File: src/rtl/fft_pkg.sv
// Shared FFT types and the W16 twiddle table (Q16.16, W = exp(-j*2*pi*k/16)).
package fft_pkg;
  localparam int N_PT   = 16;
  localparam int DATA_W = 16;
  localparam int TW_W   = 32;
  localparam int PAIRS  = N_PT / 2;
  localparam int ADDR_W = $clog2(N_PT);
  localparam int K_W    = $clog2(PAIRS);

  typedef logic signed [DATA_W-1:0] sample_t;
  typedef logic signed [TW_W-1:0]   twiddle_t;
  typedef logic [ADDR_W-1:0]        addr_t;
  typedef logic [K_W-1:0]           k_t;

  // Element 0 is the rightmost entry (k=0).
  localparam logic [PAIRS-1:0][TW_W-1:0] W16_RE = {
    32'hFFFF137D, 32'hFFFF4AFB, 32'hFFFF9E09, 32'h00000000,
    32'h000061F7, 32'h0000B505, 32'h0000EC83, 32'h00010000
  };
  localparam logic [PAIRS-1:0][TW_W-1:0] W16_IM = {
    32'hFFFF9E09, 32'hFFFF4AFB, 32'hFFFF137D, 32'hFFFF0000,
    32'hFFFF137D, 32'hFFFF4AFB, 32'hFFFF9E09, 32'h00000000
  };
endpackage

File: src/rtl/fft_stage1_feeder_if.sv
// Sample input and butterfly-pair output bundle for the stage-1 feeder.
interface fft_stage1_feeder_if;
  import fft_pkg::*;

  logic     fir_valid;
  sample_t  fir_d;
  logic     bf_valid;
  logic     bf_ready;
  sample_t  bf_x_real;
  sample_t  bf_x_imag;
  sample_t  bf_y_real;
  sample_t  bf_y_imag;
  twiddle_t bf_wn_real;
  twiddle_t bf_wn_imag;
  k_t       bf_idx;
  logic     bf_last;
  logic     ovf;

  modport master (
    output fir_valid, fir_d, bf_ready,
    input  bf_valid, bf_x_real, bf_x_imag, bf_y_real, bf_y_imag,
           bf_wn_real, bf_wn_imag, bf_idx, bf_last, ovf
  );
  modport slave (
    input  fir_valid, fir_d, bf_ready,
    output bf_valid, bf_x_real, bf_x_imag, bf_y_real, bf_y_imag,
           bf_wn_real, bf_wn_imag, bf_idx, bf_last, ovf
  );
endinterface

File: src/rtl/fft_twiddle_rom.sv
// Combinational W16^k lookup from the shared package table.
module fft_twiddle_rom
  import fft_pkg::*;
(
  input  k_t       k,
  output twiddle_t wn_real,
  output twiddle_t wn_imag
);
  assign wn_real = twiddle_t'(W16_RE[k]);
  assign wn_imag = twiddle_t'(W16_IM[k]);
endmodule

File: src/rtl/fft_stage1_feeder.sv
// Double-banked collector of 16 real samples issuing the 8 first-stage butterfly pairs.
// FFT_FEED_OUTREG_EN: register all bf_* outputs (one extra cycle latency, full throughput).
module fft_stage1_feeder
  import fft_pkg::*;
(
  input logic clk,
  input logic rst,
  fft_stage1_feeder_if.slave bus
);
  sample_t  bank [2][N_PT];
  logic     wr_bank, rd_bank;
  addr_t    wr_cnt;
  k_t       rd_cnt;
  logic [1:0] bank_full, full_nxt;
  logic     ovf_r;
  logic     wr_en, src_valid, adv;
  sample_t  src_x, src_y;
  twiddle_t tw_re, tw_im, src_wr, src_wi;
  k_t       src_idx;
  logic     src_last;

  assign wr_en     = bus.fir_valid && !bank_full[wr_bank];
  assign src_valid = bank_full[rd_bank];

  fft_twiddle_rom u_rom (.k(rd_cnt), .wn_real(tw_re), .wn_imag(tw_im));

  // Outputs are forced to zero whenever no pair is presented.
  assign src_x    = src_valid ? bank[rd_bank][{1'b0, rd_cnt}] : '0;
  assign src_y    = src_valid ? bank[rd_bank][{1'b1, rd_cnt}] : '0;
  assign src_wr   = src_valid ? tw_re : '0;
  assign src_wi   = src_valid ? tw_im : '0;
  assign src_idx  = src_valid ? rd_cnt : '0;
  assign src_last = src_valid && (rd_cnt == k_t'(PAIRS-1));

  always_ff @(posedge clk) begin
    if (!rst && wr_en) bank[wr_bank][wr_cnt] <= bus.fir_d;
  end

  // Fill and drain always target different banks, so both edits are independent.
  always_comb begin
    full_nxt = bank_full;
    if (wr_en && wr_cnt == addr_t'(N_PT-1)) full_nxt[wr_bank] = 1'b1;
    if (adv && rd_cnt == k_t'(PAIRS-1))     full_nxt[rd_bank] = 1'b0;
  end

  always_ff @(posedge clk) begin
    if (rst) begin
      wr_bank   <= 1'b0;
      wr_cnt    <= '0;
      rd_bank   <= 1'b0;
      rd_cnt    <= '0;
      bank_full <= 2'b00;
      ovf_r     <= 1'b0;
    end else begin
      if (bus.fir_valid) begin
        if (bank_full[wr_bank]) begin
          ovf_r <= 1'b1;
        end else if (wr_cnt == addr_t'(N_PT-1)) begin
          wr_cnt  <= '0;
          wr_bank <= ~wr_bank;
        end else begin
          wr_cnt <= wr_cnt + addr_t'(1);
        end
      end
      if (adv) begin
        if (rd_cnt == k_t'(PAIRS-1)) begin
          rd_cnt  <= '0;
          rd_bank <= ~rd_bank;
        end else begin
          rd_cnt <= rd_cnt + k_t'(1);
        end
      end
      bank_full <= full_nxt;
    end
  end

  assign bus.ovf = ovf_r;

`ifdef FFT_FEED_OUTREG_EN
  logic     out_valid, out_last, load;
  sample_t  out_x, out_y;
  twiddle_t out_wr, out_wi;
  k_t       out_idx;

  // A pair leaves the bank when it moves into the stage, not when the consumer takes it.
  assign load = !out_valid || bus.bf_ready;
  assign adv  = src_valid && load;

  always_ff @(posedge clk) begin
    if (rst) begin
      out_valid <= 1'b0;
      out_x     <= '0;
      out_y     <= '0;
      out_wr    <= '0;
      out_wi    <= '0;
      out_idx   <= '0;
      out_last  <= 1'b0;
    end else if (load) begin
      out_valid <= src_valid;
      out_x     <= src_x;
      out_y     <= src_y;
      out_wr    <= src_wr;
      out_wi    <= src_wi;
      out_idx   <= src_idx;
      out_last  <= src_last;
    end
  end

  assign bus.bf_valid   = out_valid;
  assign bus.bf_x_real  = out_x;
  assign bus.bf_y_real  = out_y;
  assign bus.bf_wn_real = out_wr;
  assign bus.bf_wn_imag = out_wi;
  assign bus.bf_idx     = out_idx;
  assign bus.bf_last    = out_last;
`else
  assign adv = src_valid && bus.bf_ready;

  assign bus.bf_valid   = src_valid;
  assign bus.bf_x_real  = src_x;
  assign bus.bf_y_real  = src_y;
  assign bus.bf_wn_real = src_wr;
  assign bus.bf_wn_imag = src_wi;
  assign bus.bf_idx     = src_idx;
  assign bus.bf_last    = src_last;
`endif

  assign bus.bf_x_imag = '0;
  assign bus.bf_y_imag = '0;
endmodule

File: src/flat_wrapper.sv
// flat-port wrapper written by rule: the top's interface ports become plain ports
module fft_stage1_feeder_flat import fft_pkg::*;
  (clk, rst, bus_fir_valid, bus_fir_d, bus_bf_ready, bus_bf_valid, bus_bf_x_real, bus_bf_x_imag, bus_bf_y_real, bus_bf_y_imag, bus_bf_wn_real, bus_bf_wn_imag, bus_bf_idx, bus_bf_last, bus_ovf);
  fft_stage1_feeder_if bus_i ();
  input logic clk;
  input logic rst;
  input wire logic [$bits(bus_i.fir_valid)-1:0] bus_fir_valid;
  input wire logic [$bits(bus_i.fir_d)-1:0] bus_fir_d;
  input wire logic [$bits(bus_i.bf_ready)-1:0] bus_bf_ready;
  output wire logic [$bits(bus_i.bf_valid)-1:0] bus_bf_valid;
  output wire logic [$bits(bus_i.bf_x_real)-1:0] bus_bf_x_real;
  output wire logic [$bits(bus_i.bf_x_imag)-1:0] bus_bf_x_imag;
  output wire logic [$bits(bus_i.bf_y_real)-1:0] bus_bf_y_real;
  output wire logic [$bits(bus_i.bf_y_imag)-1:0] bus_bf_y_imag;
  output wire logic [$bits(bus_i.bf_wn_real)-1:0] bus_bf_wn_real;
  output wire logic [$bits(bus_i.bf_wn_imag)-1:0] bus_bf_wn_imag;
  output wire logic [$bits(bus_i.bf_idx)-1:0] bus_bf_idx;
  output wire logic [$bits(bus_i.bf_last)-1:0] bus_bf_last;
  output wire logic [$bits(bus_i.ovf)-1:0] bus_ovf;
  assign bus_i.fir_valid = bus_fir_valid;
  assign bus_i.fir_d = bus_fir_d;
  assign bus_i.bf_ready = bus_bf_ready;
  assign bus_bf_valid = bus_i.bf_valid;
  assign bus_bf_x_real = bus_i.bf_x_real;
  assign bus_bf_x_imag = bus_i.bf_x_imag;
  assign bus_bf_y_real = bus_i.bf_y_real;
  assign bus_bf_y_imag = bus_i.bf_y_imag;
  assign bus_bf_wn_real = bus_i.bf_wn_real;
  assign bus_bf_wn_imag = bus_i.bf_wn_imag;
  assign bus_bf_idx = bus_i.bf_idx;
  assign bus_bf_last = bus_i.bf_last;
  assign bus_ovf = bus_i.ovf;
  fft_stage1_feeder u_core (.clk(clk), .rst(rst), .bus(bus_i));
endmodule
File: config.mk
export PLATFORM = sky130hd
export DESIGN_NAME = fft_stage1_feeder_flat
export DESIGN_NICKNAME = d
export VERILOG_FILES = /design/src/rtl/fft_pkg.sv /design/src/rtl/fft_stage1_feeder_if.sv /design/src/rtl/fft_twiddle_rom.sv /design/src/rtl/fft_stage1_feeder.sv /design/src/flat_wrapper.sv
export SDC_FILE = /design/constraint.sdc
export NUM_CORES = 1
export LEC_CHECK = 0
export BUFFER_PORTS_ARGS = -buffer_cell sky130_fd_sc_hd__buf_2
export CAP_MARGIN = 20
export CORE_ASPECT_RATIO = 0.7
export CORE_MARGIN = 4
export CORE_UTILIZATION = 46
export DETAILED_ROUTE_END_ITERATION = 6
export GPL_TIMING_DRIVEN = 1
export HOLD_SLACK_MARGIN = 0.08
export RECOVER_POWER = 25
export SYNTH_ARGS = -nofsm -noshare
export SYNTH_HDL_FRONTEND = slang
export SYNTH_HIERARCHICAL = 1
export SYNTH_SLANG_ARGS = --single-unit
File: constraint.sdc
create_clock -name clk -period 4.6 [get_ports clk]
set_input_delay 0.92 -clock clk [delete_from_list [all_inputs] [get_ports clk]]
set_output_delay 0.92 -clock clk [all_outputs]
set_load 0.005 [all_outputs]
==> flow_metrics.py, run 1 <==
metrics = {
    "setup_path": {
        "cp-start-kind": "register",
        "r2r-end": "u_core/bank[1][108]$_DFFE_PP_",
        "cp-end-kind": "primary output",
        "startpoint": "u_core/rd_bank$_SDFFE_PP0P_",
        "r2r_setup_slack_ns": 1.74,
        "cp_max_fo": 73,
        "crit_arrival_ns": 3.21,
        "ff2ff_path_depth": 5,
        "path_class": "reg2out",
        "r2r-start": "u_core/wr_bank$_SDFFE_PP0N_",
        "cp.required_ns": 3.68,
    },
    "synth": {
        "ys_seq_elements": 525,
        "ys_types": 44,
        "avgSynthCellArea_um2": 19.7,
        "synth_cells": 1089,
        "synth.yosys.warnings": 6,
        "yosysSeqAreaShare": 0.729,
        "syn-cell-area_mm2": 0.0215,
    },
    "sta": {
        "worst_pin_slew_ns": 1.49,
        "tns_ns": 0,
        "setup-violations-final": 0,
        "finalMaxSlewViolations": 0,
        "min_period_over_period": 0.898,
        "rsz0062_at_grt": "false",
        "max_slew_margin": 0.00751,
        "fmax_mhz": 242,
        "fin_hold_ws_ns": 0.466,
        "finalCriticalPeriod_ns": 4.13,
        "finalHoldViolations": 0,
        "fin_skew_ns": 0.0150,
    },
    "clock_network": {
        "cts_tree": "done",
        "cts_resized": 0,
        "clk_pin_slew_ns": 0.06,
        "cts_buffers": 49,
        "cts_max_level": 2,
        "clock_latency_ns": 0.56,
        "clock_path_buffers": 3,
        "clock_sinks": 525,
        "cts_setup_buffers": 0,
        "cts_hold_buf": 0,
        "cts-root-buf": "clkbuf_16",
    },
    "routing": {
        "drt-total-wl_um": 46900,
        "wl_per_cell_um": 25.4,
        "post-route-drc-count": 0,
        "drtIter0Drc": 1015,
        "first_pass_iters": 5,
        "via_count": 10300,
        "vias_per_cell": 5.57,
        "ant_nets": 0,
    },
    "global_routing": {
        "grt_pass1_wl_um": 69800,
        "grt_max_degree": 74,
        "track_usage": 0.187,
        "antenna_found_initial": 1,
        "grt_pass1_vias": 10100,
        "grt_overflow": 0,
    },
    "pwr": {
        "cellLeakagePower_nw": 7.76,
        "ir_drop_mv": 0.284,
        "total_power_mw": 9.18,
        "pwr_density_cell_mw_per_mm2": 384,
    },
    "job": {
        "cap_violations": 1,
    },
    "floorplanning": {
        "dieHeight_um": 189,
        "dieArea_mm2": 0.0502,
        "num_rows": 65,
        "core_mm2": 0.0455,
        "ioPinCount": 154,
        "initial_utilization": 0.471,
        "die_w_um": 266,
    },
    "worst_hold_path": {
        "whs_endpoint": "u_core/bus.ovf$_SDFFE_PP0P_",
        "min_path_cells": 2,
        "holdCritStartpoint": "u_core/bus.ovf$_SDFFE_PP0P_",
        "hold_path_class": "reg2reg",
    },
    "outcome": {
        "status": "complete, but fails checks",
        "violations": "capacitance limit",
    },
    "placed_design": {
        "portBuffers": 120,
        "gp_congestion": 0.742,
        "place_hpwl_um": 28500,
    },
    "finish": {
        "final_util": 0.526,
        "drive_above_1_share": 0.288,
        "syn_to_final_growth_pct": 11.6,
        "diodes": 0,
        "final_nets": 1236,
    },
}
==> layout by cell type, fill, tap and decap left out, types with 3 or more instances in the layout <==
| master | synthesis | routed |
|---|---|---|
| a22oi_1 | 31 | 31 |
| clkbuf_1 | 19 | 23 |
| a21oi_1 | 8 | 8 |
| clkinv_1 | 0 | 18 |
| nor2_1 | 40 | 23 |
| nor2_2 | 1 | 18 |
| mux2i_1 | 35 | 35 |
| and2_1 | 67 | 67 |
| nand3_1 | 5 | 5 |
| nor3_1 | 6 | 5 |
| buf_4 | 81 | 42 |
| buf_12 | 2 | 5 |
| xnor2_1 | 3 | 3 |
| mux4_1 | 15 | 15 |
| ha_1 | 11 | 11 |
| edfxtp_1 | 512 | 512 |
| buf_2 | 16 | 106 |
| o21ai_1 | 31 | 31 |
| conb_1 | 2 | 33 |
| clkbuf_16 | 0 | 51 |
| nand2_1 | 25 | 25 |
| inv_1 | 9 | 9 |
| clkinv_2 | 0 | 5 |
| mux4_2 | 112 | 112 |
| dfxtp_1 | 13 | 10 |
| or3_1 | 4 | 4 |
| nand2b_1 | 5 | 5 |
==> where the power goes <==
part	leakage [nW]	internal [mW]	switching (mW)	total, mW
sequential	4.71	5.27	0.00557	5.27
combinational	2.32	0.0210	0.104	0.124
clock	0.728	2.13	1.66	3.78
==> critical path, cell delays in order, from the launching register on <==
cell and delay, ns:
dfxtp_1 0.40, mux2i_1 0.19, inv_2 0.63, nand2_1 0.46, buf_4 0.40, o21ai_1 0.36
buf_2 0.19
==> Yosys cell counts (all sizes together) <==
| cell | n | share of area |
|---|---|---|
| edfxtp | 512 | 0.72 |
| mux4 | 127 | 0.14 |
| buf | 116 | 0.042 |
| and2 | 67 | 0.020 |
| nor2 | 41 | 0.0073 |
| mux2i | 35 | 0.016 |
| o21ai | 32 | 0.0075 |
| a22oi | 31 | 0.011 |
| nand2 | 25 | 0.0044 |
| clkbuf | 19 | 0.0033 |
| dfxtp | 13 | 0.012 |
| ha | 11 | 0.0064 |
| inv | 10 | 0.0017 |
| a21oi | 9 | 0.0023 |
| nor3 | 7 | 0.0019 |
| nand2b | 5 | 0.0015 |
| nand3 | 5 | 0.0012 |
| or3 | 4 | 0.0012 |
| xnor2 | 3 | 0.0012 |
| conb | 2 | 0.00035 |
| mux2 | 2 | 0.0012 |
| nand3b | 2 | 0.00070 |
| a2111oi | 1 | 0.00041 |
| a311oi | 1 | 0.00041 |
| and2b | 1 | 0.00035 |
| nand4b | 1 | 0.00041 |
| nor2b | 1 | 0.00029 |
| nor3b | 1 | 0.00035 |
| nor4 | 1 | 0.00099 |
| o31ai | 1 | 0.00035 |
| o32ai | 1 | 0.00041 |
| or2 | 1 | 0.00029 |
| xor2 | 1 | 0.00041 |
==> routing by layer <==
metal	part of all wire	up-vias	wire, µm	track usage
li1	-	4469	-	-
met1	0.47	5457	22100	0.294
met2	0.46	296	21800	0.282
met3	0.053	52	2470	0.0309
met4	0.013	0	603	0.0325
met5	0	-	0	0
==> sequential cells by signal, indices dropped and copies added, names as in the netlist, named ones only <==
register	cells
u_core/wr_bank	1
u_core/bus.ovf	1
u_core/rd_bank	1
u_core/bank	512
u_core/wr_cnt	4
u_core/rd_cnt	3
u_core/bank_full	2
==> metrics by stage <==
| stage | setup slack (ns) | std cells | area, µm² |
|---|---|---|---|
| after floorplan | 2.01 | 1120 | 21600 |
| after global placement | 1.15 | 1755 | 22400 |
| after detailed placement | 1.03 | 1755 | 22400 |
| after CTS | 0.407 | 1843 | 23900 |
| after global routing | 0.124 | 1845 | 23900 |
| final | 0.467 | 1845 | 23900 |
==> final cells by class <==
class                   count  area [µm²]
clock buffers              60        1310
clock inverters            28         179
inverters                  10        37.5
repair buffers            169        1030
fillers                  3552       21600
well taps                 603         754
flip-flops and latches    525       15600
multi-input cells         450        4980
==> kinds of logic (layout without fill, tap and decap cells) <==
kind of cell,after synthesis,after routing,synth area share
buffers and inverters,145,267,0.0469
AOI/OAI and AO/OA,76,76,0.0222
adders and majority gates,11,11,0.00642
and+or+nand+nor,162,162,0.0402
other,2,33,0.000350
DFF,525,525,0.729
muxes,164,164,0.154
xor gates and xnor gates,4,4,0.00163
==> worst max path at each step <==
| stage | cells past startpoint | slack, ns | end |
|---|---|---|---|
| floorplan | 4 | 2.01 | u_core/bank[0][0]$_DFFE_PP_ |
| global placement | 6 | 1.15 | bus_bf_y_real[12] |
| detailed placement | 6 | 1.03 | bus_bf_y_real[12] |
| CTS | 6 | 0.41 | bus_bf_y_real[12] |
| global route | 6 | 0.12 | bus_bf_y_real[12] |
| finish | 6 | 0.47 | bus_bf_y_real[15] |
Power figures use the tool's default switching activity.
==> inputs of run 2 (changes only) <==
--- a/config.mk
+++ b/config.mk
@@ -14,5 +14,7 @@
 export GPL_TIMING_DRIVEN = 1
 export HOLD_SLACK_MARGIN = 0.08
+export PLACE_DENSITY = 0.62
 export RECOVER_POWER = 25
+export REMOVE_ABC_BUFFERS = 1
 export SYNTH_ARGS = -nofsm -noshare
 export SYNTH_HDL_FRONTEND = slang
==> constraint.sdc (replaced) <==
create_clock -name clk -period 4.6 [get_ports clk]
set_input_delay 0.92 -clock clk [delete_from_list [all_inputs] [get_ports clk]]
set_output_delay 0.92 -clock clk [all_outputs]
set_load 0.05 [all_outputs]
==> run 2 against run 1 <==
  * The run now ends clean
  * Total power increased by 1.3%
  * Sequential power about the same
  * Clock skew increased by 0.00071 ns
  * Hold slack improved by 0.016 ns
  * Clock power increased by 2%
  * Critical endpoint is now bus_bf_y_real[9]
  * Highest routed layer is now met5
==> flow_metrics.py, run 2 (synthesized netlist as in run 1, its figures left out) <==
metrics = {
    "pwr": {
        "netSwitchingPower_mw": 1.82,
        "clkPwrFrac": 0.414,
        "switching_share": 0.196,
        "ir_drop_mv": 0.271,
        "p_seq_frac": 0.567,
        "p_int_mw": 7.48,
        "power_frac_comb": 0.019,
        "pwr_density_cell_mw_per_mm2": 388,
        "cellLeakagePower_nw": 7.78,
    },
    "floorplanning": {
        "core_mm2": 0.0455,
        "dieHeight_um": 189,
        "num_rows": 65,
        "initial_utilization": 0.471,
        "ioPinCount": 154,
        "dieArea_mm2": 0.0502,
        "die_w_um": 266,
    },
    "clock_network": {
        "cts-root-buf": "clkbuf_16",
        "cts_setup_buffers": 0,
        "cts_buffers": 49,
        "clock_path_buffers": 3,
        "clock_sinks": 525,
        "cts_max_level": 2,
        "cts_resized": 0,
        "cts_tree": "done",
        "clk_pin_slew_ns": 0.06,
        "cts_hold_buf": 0,
        "clock_latency_ns": 0.56,
    },
    "routing": {
        "via_count": 10200,
        "wl_per_cell_um": 24.8,
        "vias_per_cell": 5.54,
        "post-route-drc-count": 0,
        "ant_nets": 0,
        "drt-total-wl_um": 45800,
        "first_pass_iters": 4,
        "drtIter0Drc": 1076,
    },
    "finish": {
        "largest_reg_flops": 512,
        "final_common_cell": "edfxtp_1",
        "final_util": 0.526,
        "final_nets": 1232,
        "largest-register": "u_core/bank",
        "fin_area_mm2": 0.0239,
        "syn_to_final_growth_pct": 11.6,
        "drive_above_1_share": 0.295,
        "final_cell_mix": "edfxtp_1 (512), mux4_2 (112), buf_2 (109)",
        "reg.largest.list": "u_core/bank (512), u_core/wr_cnt (4), u_core/rd_cnt (3)",
    },
    "sta": {
        "finalHoldViolations": 0,
        "finalMaxSlewViolations": 0,
        "fmax_mhz": 234,
        "min_period_over_period": 0.928,
        "worst_pin_slew_ns": 1.46,
        "fin_skew_ns": 0.0157,
        "rsz0062_at_grt": "false",
        "finalCriticalPeriod_ns": 4.27,
        "max_slew_margin": 0.0241,
        "setup-violations-final": 0,
    },
    "placed_design": {
        "place_hpwl_um": 28200,
        "dpl_cell_area_mm2": 0.0224,
        "gp_congestion": 0.738,
        "portBuffers": 120,
    },
    "global_routing": {
        "grt_max_degree": 74,
        "grt_pass1_wl_um": 67800,
        "antenna_found_initial": 6,
        "track_usage": 0.181,
        "grt_overflow": 0,
        "grt_pass1_vias": 10300,
    },
    "setup_path": {
        "crit_arrival_ns": 3.35,
        "r2r_setup_slack_ns": 2.03,
        "cp_max_fo": 73,
        "cp-start-kind": "register",
        "cp.required_ns": 3.68,
        "cp-end-kind": "primary output",
        "path_class": "reg2out",
    },
    "outcome": {
        "status": "finished clean",
    },
    "worst_hold_path": {
        "hold_path_class": "reg2reg",
    },
    "job": {
        "cap_violations": 0,
    },
}
[run 2: changes by cell type in the layout (fill, tap and decap cells not counted), sizes merged]
cell / before / now
clkbuf: 74 / 75
inv: 11 / 12
bufinv: 2 / 3
diode: 0 / 2
buf: 155 / 154
clkinv: 25 / 22
[run 2: layer usage]
layer	GRT usage	part of all wire
met1	0.278	0.46
met2	0.276	0.47
met3	0.0349	0.062
met4	0.0335	0.015
met5	0	0.0010
[run 2: per-stage QoR]
step	std cells	hold WS [ns]	setup TNS [ns]	total power [mW]	setup slack [ns]
finish	1846	0.483	0	9.30	0.329
global route	1844	0.545	0	9.63	0.0664
CTS	1844	0.486	0	9.40	0.316
detailed placement	1753	0.456	0	5.55	0.932
global placement	1753	0.463	0	5.54	1.07
floorplan	985	0.497	-147.55	5.46	-3.47
[run 2: power by group through the flow]
| stage | sequential (mW) | clock (mW) | combinational (mW) |
|---|---|---|---|
| 2_1_floorplan | 5.37 | 0 | 0.0853 |
| 6_report | 5.27 | 3.85 | 0.175 |
| 3_3_place_gp | 5.37 | 0 | 0.173 |
| 3_5_place_dp | 5.37 | 0 | 0.179 |
| 4_1_cts | 5.27 | 3.96 | 0.179 |
| 5_1_grt | 5.27 | 4.17 | 0.191 |
[run 2: critical path, cell delays in order, from the launching register on]
cell	delay, ns
dfxtp_1	0.40
mux2i_1	0.20
inv_2	0.62
nand2_2	0.71
o21ai_1	0.47
buf_2	0.33
[run 2: path summary, 6_finish.rpt]
kind	cells after the start	endpoint	start
max	5	bus_bf_y_real[9]	u_core/rd_bank$_SDFFE_PP0P_
min reg2reg	2	u_core/bus.ovf$_SDFFE_PP0P_	u_core/bus.ovf$_SDFFE_PP0P_
min	2	u_core/bus.ovf$_SDFFE_PP0P_	u_core/bus.ovf$_SDFFE_PP0P_
max reg2reg	5	u_core/bank[1][108]$_DFFE_PP_	u_core/wr_bank$_SDFFE_PP0N_
[run 2: area by class of cell]
cell class | count | area [µm²]
diodes | 2 | 5.00
clock buffers | 64 | 1320
clock inverters | 27 | 209
fillers | 3585 | 21600
inverters | 10 | 37.5
multi-input cells | 450 | 4980
flip-flops and latches | 525 | 15600
well taps | 603 | 754
repair buffers | 165 | 987
==> inputs of run 3 (changes only) <==
Settings changed: CELL_PAD_IN_SITES_DETAIL_PLACEMENT set to 0, CELL_PAD_IN_SITES_GLOBAL_PLACEMENT set to 1, PLACE_DENSITY 0.62 to 0.69, REMOVE_ABC_BUFFERS 1 to unset.
==> run 3 against run 2 <==
  * Flip-flop and latch count did not move
  * Core utilization up 0.093 points
  * Count of clock-buffer cells in the layout shrank 3
  * Cell area grew 0.18%
  * Highest routed layer unchanged
  * First-iteration DRC count rose by 5.1%
  * Sequential power barely moved
  * Maximum frequency rose by 11%
  * Routed wire length increased by 2.9%
  * Critical path depth unchanged
==> flow_metrics.py, run 3 (synthesized netlist as in run 1, its figures left out) <==
metrics = {
    "setup_path": {
        "crit_chain": "buf_12 -> mux4_2 -> mux2i_1 -> o21ai_1 -> buf_2",
        "cp-start-kind": "register",
        "cp.required_ns": 3.68,
        "ff2ff_path_depth": 5,
        "cp-end-kind": "primary output",
        "crit_arrival_ns": 2.94,
        "critPathSlowestCell": "dfxtp_4",
        "r2r-start": "u_core/wr_bank$_SDFFE_PP0N_",
        "r2r-end": "u_core/bank[0][109]$_DFFE_PP_",
        "cp_max_fo": 49,
        "r2r_setup_slack_ns": 1.73,
        "critical_path.max_stage_delay_ns": 0.85,
        "path_class": "reg2out",
    },
    "sta": {
        "finalHoldViolations": 0,
        "finalMaxSlewViolations": 0,
        "setup-violations-final": 0,
        "max_slew_margin": 0.0287,
        "finalCriticalPeriod_ns": 3.86,
        "worst_pin_slew_ns": 1.46,
        "rsz0062_at_grt": "false",
        "fin_skew_ns": 0.00829,
        "min_period_over_period": 0.839,
        "tns_ns": 0,
        "fin_hold_ws_ns": 0.491,
        "fmax_mhz": 259,
    },
    "routing": {
        "wl_per_cell_um": 25.6,
        "post-route-drc-count": 0,
        "drt-total-wl_um": 47200,
        "ant_nets": 0,
        "via_count": 10400,
        "drtIter0Drc": 1131,
        "vias_per_cell": 5.66,
        "first_pass_iters": 5,
    },
    "job": {
        "cap_violations": 0,
    },
    "global_routing": {
        "grt_pass1_vias": 10300,
        "grt_max_degree": 73,
        "antenna_found_initial": 4,
        "grt_overflow": 0,
        "track_usage": 0.188,
        "grt_pass1_wl_um": 70300,
    },
    "floorplanning": {
        "ioPinCount": 154,
        "num_rows": 65,
        "dieHeight_um": 189,
        "initial_utilization": 0.471,
        "die_w_um": 266,
        "core_mm2": 0.0455,
        "dieArea_mm2": 0.0502,
    },
    "placed_design": {
        "place_hpwl_um": 28500,
        "gp_congestion": 0.721,
        "portBuffers": 120,
    },
    "pwr": {
        "netSwitchingPower_mw": 1.85,
        "ir_drop_mv": 0.301,
        "power_frac_comb": 0.019,
        "total_power_mw": 9.35,
        "p_seq_frac": 0.564,
        "pwr_density_cell_mw_per_mm2": 390,
        "p_int_mw": 7.50,
        "clkPwrFrac": 0.417,
        "cellLeakagePower_nw": 7.78,
        "switching_share": 0.198,
    },
    "finish": {
        "reg.largest.list": "u_core/bank (512), u_core/wr_cnt (4), u_core/rd_cnt (3)",
        "final_nets": 1235,
        "largest_reg_flops": 512,
        "final_cell_mix": "edfxtp_1 (512), mux4_2 (112), buf_2 (109)",
        "final_common_cell": "edfxtp_1",
        "syn_to_final_growth_pct": 11.8,
        "largest-register": "u_core/bank",
        "drive_above_1_share": 0.298,
    },
    "clock_network": {
        "cts_setup_buffers": 0,
        "cts_buffers": 49,
        "cts_max_level": 2,
        "clock_sinks": 525,
        "cts_tree": "done",
        "clock_latency_ns": 0.56,
        "cts-root-buf": "clkbuf_16",
        "clock_path_buffers": 3,
        "cts_hold_buf": 0,
        "clk_pin_slew_ns": 0.06,
        "cts_resized": 0,
    },
    "worst_hold_path": {
        "whs_endpoint": "u_core/bus.ovf$_SDFFE_PP0P_",
        "hold_path_class": "reg2reg",
        "min_path_cells": 2,
        "holdCritStartpoint": "u_core/bus.ovf$_SDFFE_PP0P_",
    },
    "outcome": {
        "status": "finished clean",
    },
}
## run 3: worst max path at each step
stage | cells after the start | slack, ns | from | endpoint
floorplan | 5 | 1.35 | u_core/rd_cnt[0]$_SDFFE_PP0P_ | bus_bf_y_real[14]
global placement | 5 | 1.34 | u_core/rd_cnt[0]$_SDFFE_PP0P_ | bus_bf_x_real[4]
detailed placement | 5 | 1.34 | u_core/rd_cnt[0]$_SDFFE_PP0P_ | bus_bf_x_real[4]
CTS | 5 | 0.73 | u_core/rd_cnt[0]$_SDFFE_PP0P_ | bus_bf_x_real[4]
global route | 6 | 0.61 | u_core/rd_cnt[1]$_SDFFE_PP0P_ | bus_bf_wn_real[27]
finish | 5 | 0.74 | u_core/rd_cnt[0]$_SDFFE_PP0P_ | bus_bf_x_real[1]
## run 3: per-layer routing
layer | wire, µm | share of wire | global-route usage
met4 | 703 | 0.015 | 0.0358
met2 | 21200 | 0.45 | 0.273
met5 | 34 | 0.00072 | 0
met3 | 3240 | 0.069 | 0.0343
met1 | 22000 | 0.47 | 0.302
## run 3: critical path, delay by kind of cell (launching register included)
| family | cells | cell delay, ns |
|---|---|---|
| compound gates | 1 | 0.17 |
| buf+inv | 2 | 0.63 |
| flops | 1 | 0.85 |
| mux | 2 | 0.63 |
## run 3: cell type report
type / instances / area [µm²]
Antenna cell: 1 / 2.50
Clock buffer: 61 / 1290
Clock inverter: 27 / 244
Fill cell: 3592 / 21600
Inverter: 10 / 37.5
Multi-Input combinational cell: 450 / 4990
Sequential cell: 525 / 15600
Tap cell: 603 / 754
Timing Repair Buffer: 168 / 1020
## run 3: through the flow
| stage | cells | setup slack (ns) | util | instance area, µm² |
|---|---|---|---|---|
| floorplan | 1120 | 1.35 | - | 21600 |
| global placement | 1755 | 1.34 | 0.493 | 22400 |
| detailed placement | 1755 | 1.34 | 0.493 | 22400 |
| CTS | 1843 | 0.726 | 0.527 | 24000 |
| global route | 1844 | 0.610 | 0.527 | 24000 |
| finish | 1845 | 0.741 | 0.527 | 24000 |
## run 3: power groups by stage
stage | Clock [mW] | Sequential (mW) | Combinational, mW
final | 3.90 | 5.27 | 0.180
after global routing | 4.21 | 5.27 | 0.195
after CTS | 3.99 | 5.27 | 0.183
after detailed placement | 0 | 5.37 | 0.183
after global placement | 0 | 5.37 | 0.178
after floorplan | 0 | 5.37 | 0.109
